===== config.mk =====
export PLATFORM = sky130hd
export DESIGN_NAME = uart_tx_cfg
export DESIGN_NICKNAME = d
export VERILOG_FILES = /design/src/rtl/uart_tx_cfg.sv
export SDC_FILE = /design/constraint.sdc
export NUM_CORES = 1
export LEC_CHECK = 0
export CAP_MARGIN = 20
export CORE_MARGIN = 5
export CORE_UTILIZATION = 50
export DETAILED_ROUTE_END_ITERATION = 10
export PLACE_DENSITY_LB_ADDON = 0.05
export SLEW_MARGIN = 20
export SYNTH_ARGS = -nofsm -noshare
export SYNTH_HDL_FRONTEND = slang
export SYNTH_SLANG_ARGS = --single-unit
export TNS_END_PERCENT = 5

===== constraint.sdc =====
create_clock -name clk -period 2.05 [get_ports clk]
set_input_delay 0.3075 -clock clk [delete_from_list [all_inputs] [get_ports clk]]
set_output_delay 0.3075 -clock clk [all_outputs]
set_load 0.03 [all_outputs]

===== src/rtl/uart_tx_cfg.sv =====
// uart_tx_cfg: configurable UART transmitter, framed as start/data/parity/stop.
// Ports: clk, rst (async active-low), data_in/data_valid/data_ready handshake, tx serial out, busy.
module uart_tx_cfg #(
  parameter int CLKS_PER_BIT = 434,
  parameter int DATA_BITS    = 8,
  parameter int PARITY       = 0,
  parameter int STOP_BITS    = 1
) (
  input  logic                 clk,
  input  logic                 rst,
  input  logic [DATA_BITS-1:0] data_in,
  input  logic                 data_valid,
  output logic                 data_ready,
  output logic                 tx,
  output logic                 busy
);

  localparam int CW = $clog2(CLKS_PER_BIT);
  localparam logic [CW-1:0] LAST_TICK = CW'(CLKS_PER_BIT - 1);
  localparam logic [3:0] LAST_DATA = 4'(DATA_BITS - 1);
  localparam logic [3:0] LAST_STOP = 4'(STOP_BITS - 1);

  typedef enum logic [2:0] {
    ST_IDLE,
    ST_START,
    ST_DATA,
    ST_PAR,
    ST_STOP
  } state_t;

  state_t               state;
  state_t               stateNxt;
  logic [CW-1:0]        cnt;
  logic [CW-1:0]        cntNxt;
  logic [3:0]           bitIdx;
  logic [3:0]           bitNxt;
  logic [DATA_BITS-1:0] shiftReg;
  logic [DATA_BITS-1:0] shiftNxt;
  logic                 parBit;
  logic                 parNxt;
  logic                 txNxt;
  logic                 lastTick;

  assign lastTick = (cnt == LAST_TICK);

  // tx is computed one cycle ahead and registered, so it only
  // ever changes on the edge that starts a new bit.
  always_comb begin
    stateNxt = state;
    cntNxt   = lastTick ? '0 : cnt + 1'b1;
    bitNxt   = bitIdx;
    shiftNxt = shiftReg;
    parNxt   = parBit;
    txNxt    = tx;
    unique case (state)
      ST_IDLE: begin
        cntNxt = '0;
        bitNxt = '0;
        txNxt  = 1'b1;
        if (data_valid && data_ready) begin
          shiftNxt = data_in;
          parNxt   = (PARITY == 1) ? ~(^data_in) : ^data_in;
          stateNxt = ST_START;
          txNxt    = 1'b0;
        end
      end
      ST_START: begin
        if (lastTick) begin
          stateNxt = ST_DATA;
          bitNxt   = '0;
          txNxt    = shiftReg[0];
        end
      end
      ST_DATA: begin
        if (lastTick) begin
          if (bitIdx == LAST_DATA) begin
            bitNxt = '0;
            if (PARITY != 0) begin
              stateNxt = ST_PAR;
              txNxt    = parBit;
            end else begin
              stateNxt = ST_STOP;
              txNxt    = 1'b1;
            end
          end else begin
            bitNxt   = bitIdx + 4'd1;
            shiftNxt = shiftReg >> 1;
            txNxt    = shiftReg[1];
          end
        end
      end
      ST_PAR: begin
        if (lastTick) begin
          stateNxt = ST_STOP;
          bitNxt   = '0;
          txNxt    = 1'b1;
        end
      end
      ST_STOP: begin
        if (lastTick) begin
          if (bitIdx == LAST_STOP) begin
            stateNxt = ST_IDLE;
            bitNxt   = '0;
          end else begin
            bitNxt = bitIdx + 4'd1;
          end
          txNxt = 1'b1;
        end
      end
      default: begin
        stateNxt = ST_IDLE;
        txNxt    = 1'b1;
      end
    endcase
  end

  always_ff @(posedge clk or negedge rst) begin
    if (!rst) begin
      state      <= ST_IDLE;
      cnt        <= '0;
      bitIdx     <= '0;
      shiftReg   <= '0;
      parBit     <= 1'b0;
      tx         <= 1'b1;
      data_ready <= 1'b0;
      busy       <= 1'b0;
    end else begin
      state      <= stateNxt;
      cnt        <= cntNxt;
      bitIdx     <= bitNxt;
      shiftReg   <= shiftNxt;
      parBit     <= parNxt;
      tx         <= txNxt;
      data_ready <= (stateNxt == ST_IDLE);
      busy       <= (stateNxt != ST_IDLE);
    end
  end

endmodule

Yosys cells after proc, flatten, opt, wreduce, memory -nomap -nowiden
Cells that the tools add are included.
- output and inout port bits: 3
- bits of input ports: 11
- bits in registers: 27
- word-level logic and storage cells: 60
- add/sub/neg operators: 2
- eq/ne operators: 13
- reductions and logical operators: 12
- multiplexer cells: 26
- operators by type and width (kind ; count):
    $mux 8 ; 3
    $mux 3 ; 7
    $mux 4 ; 5
    $mux 9 ; 2
    $pmux 4 s4 ; 1
    $pmux 8 s2 ; 1
    $pmux 3 s5 ; 1
    $ne 2x2->1 const B ; 5
    $add 9x1->9 const B ; 1
    $eq 9x9->1 const B ; 1
    $reduce_and 4->1 ; 2
    $eq 3x2->1 const B ; 2
    $logic_not 3->1 ; 2
    $mux 1 ; 5
    $add 4x1->4 const B ; 1
    $eq 4x3->1 const B ; 1
    $logic_not 4->1 ; 1
    $ne 2x1->1 const B ; 2
    $pmux 1 s4 ; 1
    $reduce_bool 4->1 ; 1
    $reduce_or 2->1 ; 2
    $eq 3x1->1 const B ; 1
    $eq 3x3->1 const B ; 1
    $reduce_and 3->1 ; 1
    other kinds (3) ; 3

Depth between registers and ports, before layout
Gate-level depths: netlist of the first run.
- word-level depth: 5
- gate-level depth with buffers: 7
- gate-level depth less buffers: 6

Least setup slack after synthesis of the first run
No wires, ideal clock.
- path type: register to register
- from: register cnt[2]
- to: register shiftReg[0]
- stages on the path, launching flop included: 5
- arrival: 1.795 ns
- slack: 0.130 ns
- buffers on the path: 0
- clock period less this slack: 1.920 ns
- data required time: 1.925 ns
- library setup time: 0.125 ns
- cells stage by stage: dfrtp_1 > nor4b_4 > nand4_2 > a211oi_4 > mux2_2
- longest elaborated chain between the ends: 3
- RTL lines (what ; line ; text):
    start: declaration ; 33 ; logic [CW-1:0] cnt;
    start signal: assignment ; 129 ; cnt <= cntNxt;
    $eq 9x9->1 ; 44 ; assign lastTick = (cnt == LAST_TICK);
    $ne 2x2->1 (no line) ; - ;
    $reduce_and 4->1 (no line) ; - ;
    end signal: assignment ; 131 ; shiftReg <= shiftNxt;
    end: declaration ; 37 ; logic [DATA_BITS-1:0] shiftReg;
Every way passes these cells.
A chain may end at the register's enable or synchronous reset.

Final worst setup path of the first run
- from: register cnt[2]
- to: register data_ready
- longest elaborated chain between the ends: 4
- elaborated cells on any way between the ends: 7
- those cells by class: eq/ne (1); mux (5); reduce/logical (1)
- RTL lines (what ; line ; text):
    $eq 9x9->1 (*) ; 44 ;
    $mux 3 (on tied branches) ; - ;
    $pmux 3 s5 (*) ; 55 ; unique case (state)
    net stateNxt[0] ; 32 ; state_t stateNxt;
    $logic_not 3->1 (*) ; 134 ; data_ready <= (stateNxt == ST_IDLE);
    end signal: assignment ; 134 ;
    end: declaration ; 13 ; output logic data_ready,
The timed path passes the listed nets; every way through them passes the cells marked *.

==> results of run 1 <==
flip-flops by register name, indices dropped and copies added (netlist names):
| name | count |
|---|---|
| tx | 1 |
| shiftReg | 8 |
| cnt | 9 |
| state | 3 |
| data_ready | 1 |
| bitIdx | 4 |
| busy | 1 |
stage by stage:
step	utilization, %	power, mW	cell area (sq um)
2_1_floorplan	-	0.568	1480
3_3_place_gp	60.4	0.599	1700
3_5_place_dp	60.4	0.602	1700
4_1_cts	61.5	0.851	1730
5_1_grt	61.5	0.869	1730
6_report	61.5	0.836	1730
report_power, final:
part           switching (mW)  leakage (nW)  internal (mW)  total, mW
logic                  0.0161         0.332         0.0294     0.0455
registers             0.00392         0.330          0.541      0.545
clock network           0.171        0.0139         0.0748      0.246
total                   0.191         0.677          0.645      0.836
cells by family after synthesis:
group / count (synthesis)
and+or+nand+nor: 47
DFF: 27
AOI/OAI and AO/OA: 24
muxes: 17
buffers and inverters: 12
xor gates and xnor gates: 8
adders and majority gates: 4
cell usage in the layout, fill, tap and decap left out, types with 2 or more instances in the layout:
cell type	n
mux2_2	15
dfrtp_1	26
nand2b_1	3
o22ai_1	4
clkbuf_4	3
nor2_1	14
and3_2	2
nand2_1	5
xor2_1	2
nand3_1	5
nand4_1	3
clkdlybuf4s50_1	13
o21ai_0	5
buf_4	6
ha_1	4
nor3_1	2
inv_1	7
a21oi_1	4
nand3b_1	3
mux2i_1	2
a21o_1	2
a211oi_1	2
xnor2_1	6
area by class of cell:
class,instances,share of cell area (%)
Multi-Input combinational cell,100,43.9
Sequential cell,27,39.2
Timing Repair Buffer,20,11.3
Tap cell,31,2.25
Inverter,7,1.52
Clock buffer,3,1.31
Clock inverter,1,0.435
final timing paths:
check	from	endpoint	cells after the start
max	cnt[2]	data_ready	4
min	rst	state[2]	2
max reg2reg	cnt[2]	data_ready	4
min reg2reg	shiftReg[2]	shiftReg[2]	1
max in group asynchronous	rst	tx	2
min in group clk	shiftReg[2]	shiftReg[2]	1
metal layers:
| metal | vias to the layer above | share of wire (%) |
|---|---|---|
| li1 | 533 | - |
| met1 | 526 | 47 |
| met2 | 18 | 48 |
| met3 | 4 | 3.8 |
| met4 | 0 | 1.0 |
| met5 | - | 0 |
==> results.yml, run 1 <==
yosys:
  async_flop_share_pct: 100
  synth_most_common_cell: "dfrtp_1"
  synthTopCellsByArea: "dfrtp_1, mux2_2, nor2_1"
  synth-xor-area-share_pct: 4.72
  synth-edff-count: 0
  ys.flop_type: "dfrtp_1"
  synth_area_leader_cell: "dfrtp_1"
  synth_compound_area_share_pct: 11.4
  muxShareOfSynthArea_pct: 12.7
  yosysTopAreaCellShare_pct: 43.8
  syn_area_per_cell_sq_um: 10.7
  synth_seq_area_share_pct: 45.6
  synth_top_family_by_area: "simple AND/OR/NAND/NOR gates"
  syn_inst: 139
  synthSimpleGateAreaFrac_pct: 18.9
  ys_warn_count: 0
  synth_fa_ha_area_share_pct: 3.37
  synth_common_cells: "dfrtp_1, mux2_2, nor2_1, inv_1, xnor2_1"
  synth-seq-cells: 27
  synth_area_sq_um: 1480
  ys_types: 41
  synthesis.nets: 154
final_layout:
  register_area_sq_um: 677
  diodes: 0
  finalNonFillerCells: 189
  multiInputGateArea_sq_um: 758
  drive_gt1_share_pct: 20.9
  syn_to_final_growth_pct: 16.3
  fin_nets: 174
  fillers: 231
critical_path:
  crit_family: "simple AND/OR/NAND/NOR gates"
  cp-start-kind: "register"
  cp-end-kind: "register"
  path_buf_inv: 0
  cpPeakStageDelay_ps: 740
  critPathMaxFanout: 6
  critical-path-slowest-cell: "or4b_2"
  cp_cell_sequence: "or4b_2, o21ai_0, a21oi_1, a211oi_1"
  cp.arrival_ps: 2170
  r2r_slack_ps: 130
  required_ps: 2290
  worst-setup-path-type: "reg -> reg"
route:
  final_antenna_net_count: 0
  wirelength_um: 2810
  first_iter_violations: 79
  avgRoutedWirePerCell_um: 14.8
  dr.pass1.iters: 4
  viasPerCell: 5.72
  vias: 1081
  drc_errors: 0
sta:
  skew_ps: 2.66
  finalHoldViolCount: 0
  worst_slack_ps: 126
  relSlewSlack_pct: 69.4
  fin_crit_sh_pct: 93.8
  rsz0062_at_grt: "false"
  period_needed_ps: 1920
  setup_viol: 0
  maxSlewViolCount: 0
  tns_ps: 0
  worst_pin_slew_ps: 454
  hold_slack_ps: 316
  fmax_mhz: 520
cts:
  cts_buffer_depth: 2
  cts.sinks: 27
  clockRootBuffer: "clkbuf_4"
  clkTransAtPathRegs_ps: 150
  numCtsBuffers: 3
  cts_tree: "built"
  cts_setup_buffers: 0
  ctsHoldBuffers: 0
  clock_latency_ps: 330
  htree_levels: 1
  cts-resized-gates: 0
run:
  maxCapViolations: 0
die:
  rows: 19
  die_area_sq_um: 4160
  start_util_pct: 52.9
  io-pin-count: 14
  die_y_um: 64.5
  fp.coreArea_sq_um: 2810
  die_w_um: 64.5
global_routing:
  top_usage_layer: "met2"
  grt_remaining_overflow: 0
  grt_use_met1_pct: 20.8
  antenna_found_initial: 0
  track_usage_pct: 15.3
  first_global_vias: 1095
  grt_max_degree: 28
  grt_pass1_wl_um: 5080
  globalRouteMet2Util_pct: 24.6
  met3_usage_pct: 3.80
power:
  power.leakage_nw: 0.677
  peakVddDrop_mv: 0.446
  powerDensity_nw_per_um2: 484
place:
  post-place-ws_ps: 154
  dpl.cell_count: 185
  port_buffers: 13
  routabilityCongestion: 0.868
  post-dp-hpwl_um: 2050
outcome:
  status: "completed"
hold_path:
  hold_class: "in -> async"
(Power assumes the default switching activity.)
==> run 2: changes to the inputs <==
- MAX_ROUTING_LAYER: unset -> met4
==> run 2 against run 1 <==
Count of clock-buffer cells in the layout is the same. Via count is the same. Critical endpoint unchanged. Final cell count is the same. Largest cell class unchanged. Highest routed layer unchanged.
==> results.yml, run 2 (synthesis results as in run 1) <==
final_layout:
  final_common_cell: "dfrtp_1"
  fin_util_pct: 61.5
  design_area_sq_um: 1730
  fin_nets: 174
  largest_register_ffs: 9
  final_cell_mix: "dfrtp_1, mux2_2, nor2_1, clkdlybuf4s50_1, inv_1"
  regMostFlops: "cnt"
  diodes: 0
  top_regs: "cnt x9, shiftReg x8, bitIdx x4"
  fillers: 231
  finalNonFillerCells: 189
  syn_to_final_growth_pct: 16.3
  drive_gt1_share_pct: 20.9
route:
  first_iter_violations: 91
  wirelength_um: 2810
  drc_errors: 0
  dr.pass1.iters: 4
  avgRoutedWirePerCell_um: 14.9
  viasPerCell: 5.72
  final_antenna_net_count: 0
  vias: 1081
sta:
  maxSlewViolCount: 0
  period_needed_ps: 1930
  skew_ps: 1.96
  worst_pin_slew_ps: 447
  relSlewSlack_pct: 69.9
  rsz0062_at_grt: "false"
  finalHoldViolCount: 0
  setup_viol: 0
  tns_ps: 0
  fmax_mhz: 519
  fin_crit_sh_pct: 94.0
global_routing:
  grt_pass1_wl_um: 5090
  met3_usage_pct: 3.80
  first_global_vias: 1100
  globalRouteMet2Util_pct: 24.7
  track_usage_pct: 15.8
  antenna_found_initial: 0
  grt_remaining_overflow: 0
  grt_use_met1_pct: 20.8
  grt_max_degree: 28
  top_usage_layer: "met2"
critical_path:
  critPathMaxFanout: 6
  r2r_slack_ps: 120
  worstReg2RegStart: "cnt[2]"
  cp-end-kind: "register"
  reg2regPathDepth: 4
  worst-setup-path-type: "reg -> reg"
  cp-start-kind: "register"
  required_ps: 2290
  cp.arrival_ps: 2170
  regToRegEndpoint: "data_ready"
run:
  maxCapViolations: 0
place:
  post-dp-hpwl_um: 2050
  dpl.cell_count: 185
  port_buffers: 13
  place_area_sq_um: 1700
  routabilityCongestion: 0.882
cts:
  cts_setup_buffers: 0
  clockRootBuffer: "clkbuf_4"
  numCtsBuffers: 3
  clkTransAtPathRegs_ps: 150
  cts.sinks: 27
  htree_levels: 1
  cts-resized-gates: 0
  ctsHoldBuffers: 0
  cts_buffer_depth: 2
  cts_tree: "built"
  clock_latency_ps: 330
hold_path:
  hold_class: "in -> async"
die:
  die_y_um: 64.5
  rows: 19
  io-pin-count: 14
  start_util_pct: 52.9
  fp.coreArea_sq_um: 2810
  die_w_um: 64.5
  die_area_sq_um: 4160
power:
  power.leakage_nw: 0.677
  total_power_uw: 833
  peakVddDrop_mv: 0.442
  powerDensity_nw_per_um2: 483
outcome:
  status: "completed"
==> run 2: cell counts in the layout (fill, tap and decap cells not counted) <==
Identical to the previous run, type by type.
==> run 2: metal layers <==
layer | wire length (um) | vias to the layer above
met5 | 0 | -
li1 | - | 532
met1 | 1330 | 523
met2 | 1360 | 22
met3 | 89 | 4
met4 | 28 | 0
==> run 2: layout make-up <==
| class | instances | area, sq um | share of cell area, % |
|---|---|---|---|
| clock buffers | 3 | 22.5 | 1.31 |
| clock inverters | 1 | 7.51 | 0.435 |
| inverters | 7 | 26.3 | 1.52 |
| multi-input cells | 100 | 758 | 43.9 |
| flip-flops and latches | 27 | 677 | 39.2 |
| well taps | 31 | 38.8 | 2.25 |
| repair buffers | 20 | 195 | 11.3 |
==> run 2: metrics by stage <==
step           hold WS, ps  setup WS [ps]
6_report               325            122
5_1_grt                349           10.6
4_1_cts                325            127
3_5_place_dp           491            154
3_3_place_gp           483            182
2_1_floorplan         11.9            130
==> run 2: worst max path at each step <==
stage | from | endpoint | slack [ps] | cells past startpoint
2_1_floorplan | cnt[2] | shiftReg[0] | 130 | 4
3_3_place_gp | cnt[1] | shiftReg[4] | 180 | 7
3_5_place_dp | cnt[1] | shiftReg[3] | 150 | 7
4_1_cts | cnt[1] | shiftReg[3] | 130 | 7
5_1_grt | cnt[2] | data_ready | 10 | 4
6_report | cnt[2] | data_ready | 120 | 4
==> run 2: worst max-delay path: stages, from the launching register on <==
cell	delay [ps]
dfrtp_1	490
or4b_2	740
o21ai_0	200
a21oi_1	130
a211oi_1	280
==> run 2: where the power goes <==
group | switching [mW] | leakage [nW] | internal, mW | total (mW)
sequential | 0.00393 | 0.330 | 0.541 | 0.545
clock | 0.168 | 0.0139 | 0.0748 | 0.243
combinational | 0.0162 | 0.332 | 0.0294 | 0.0456
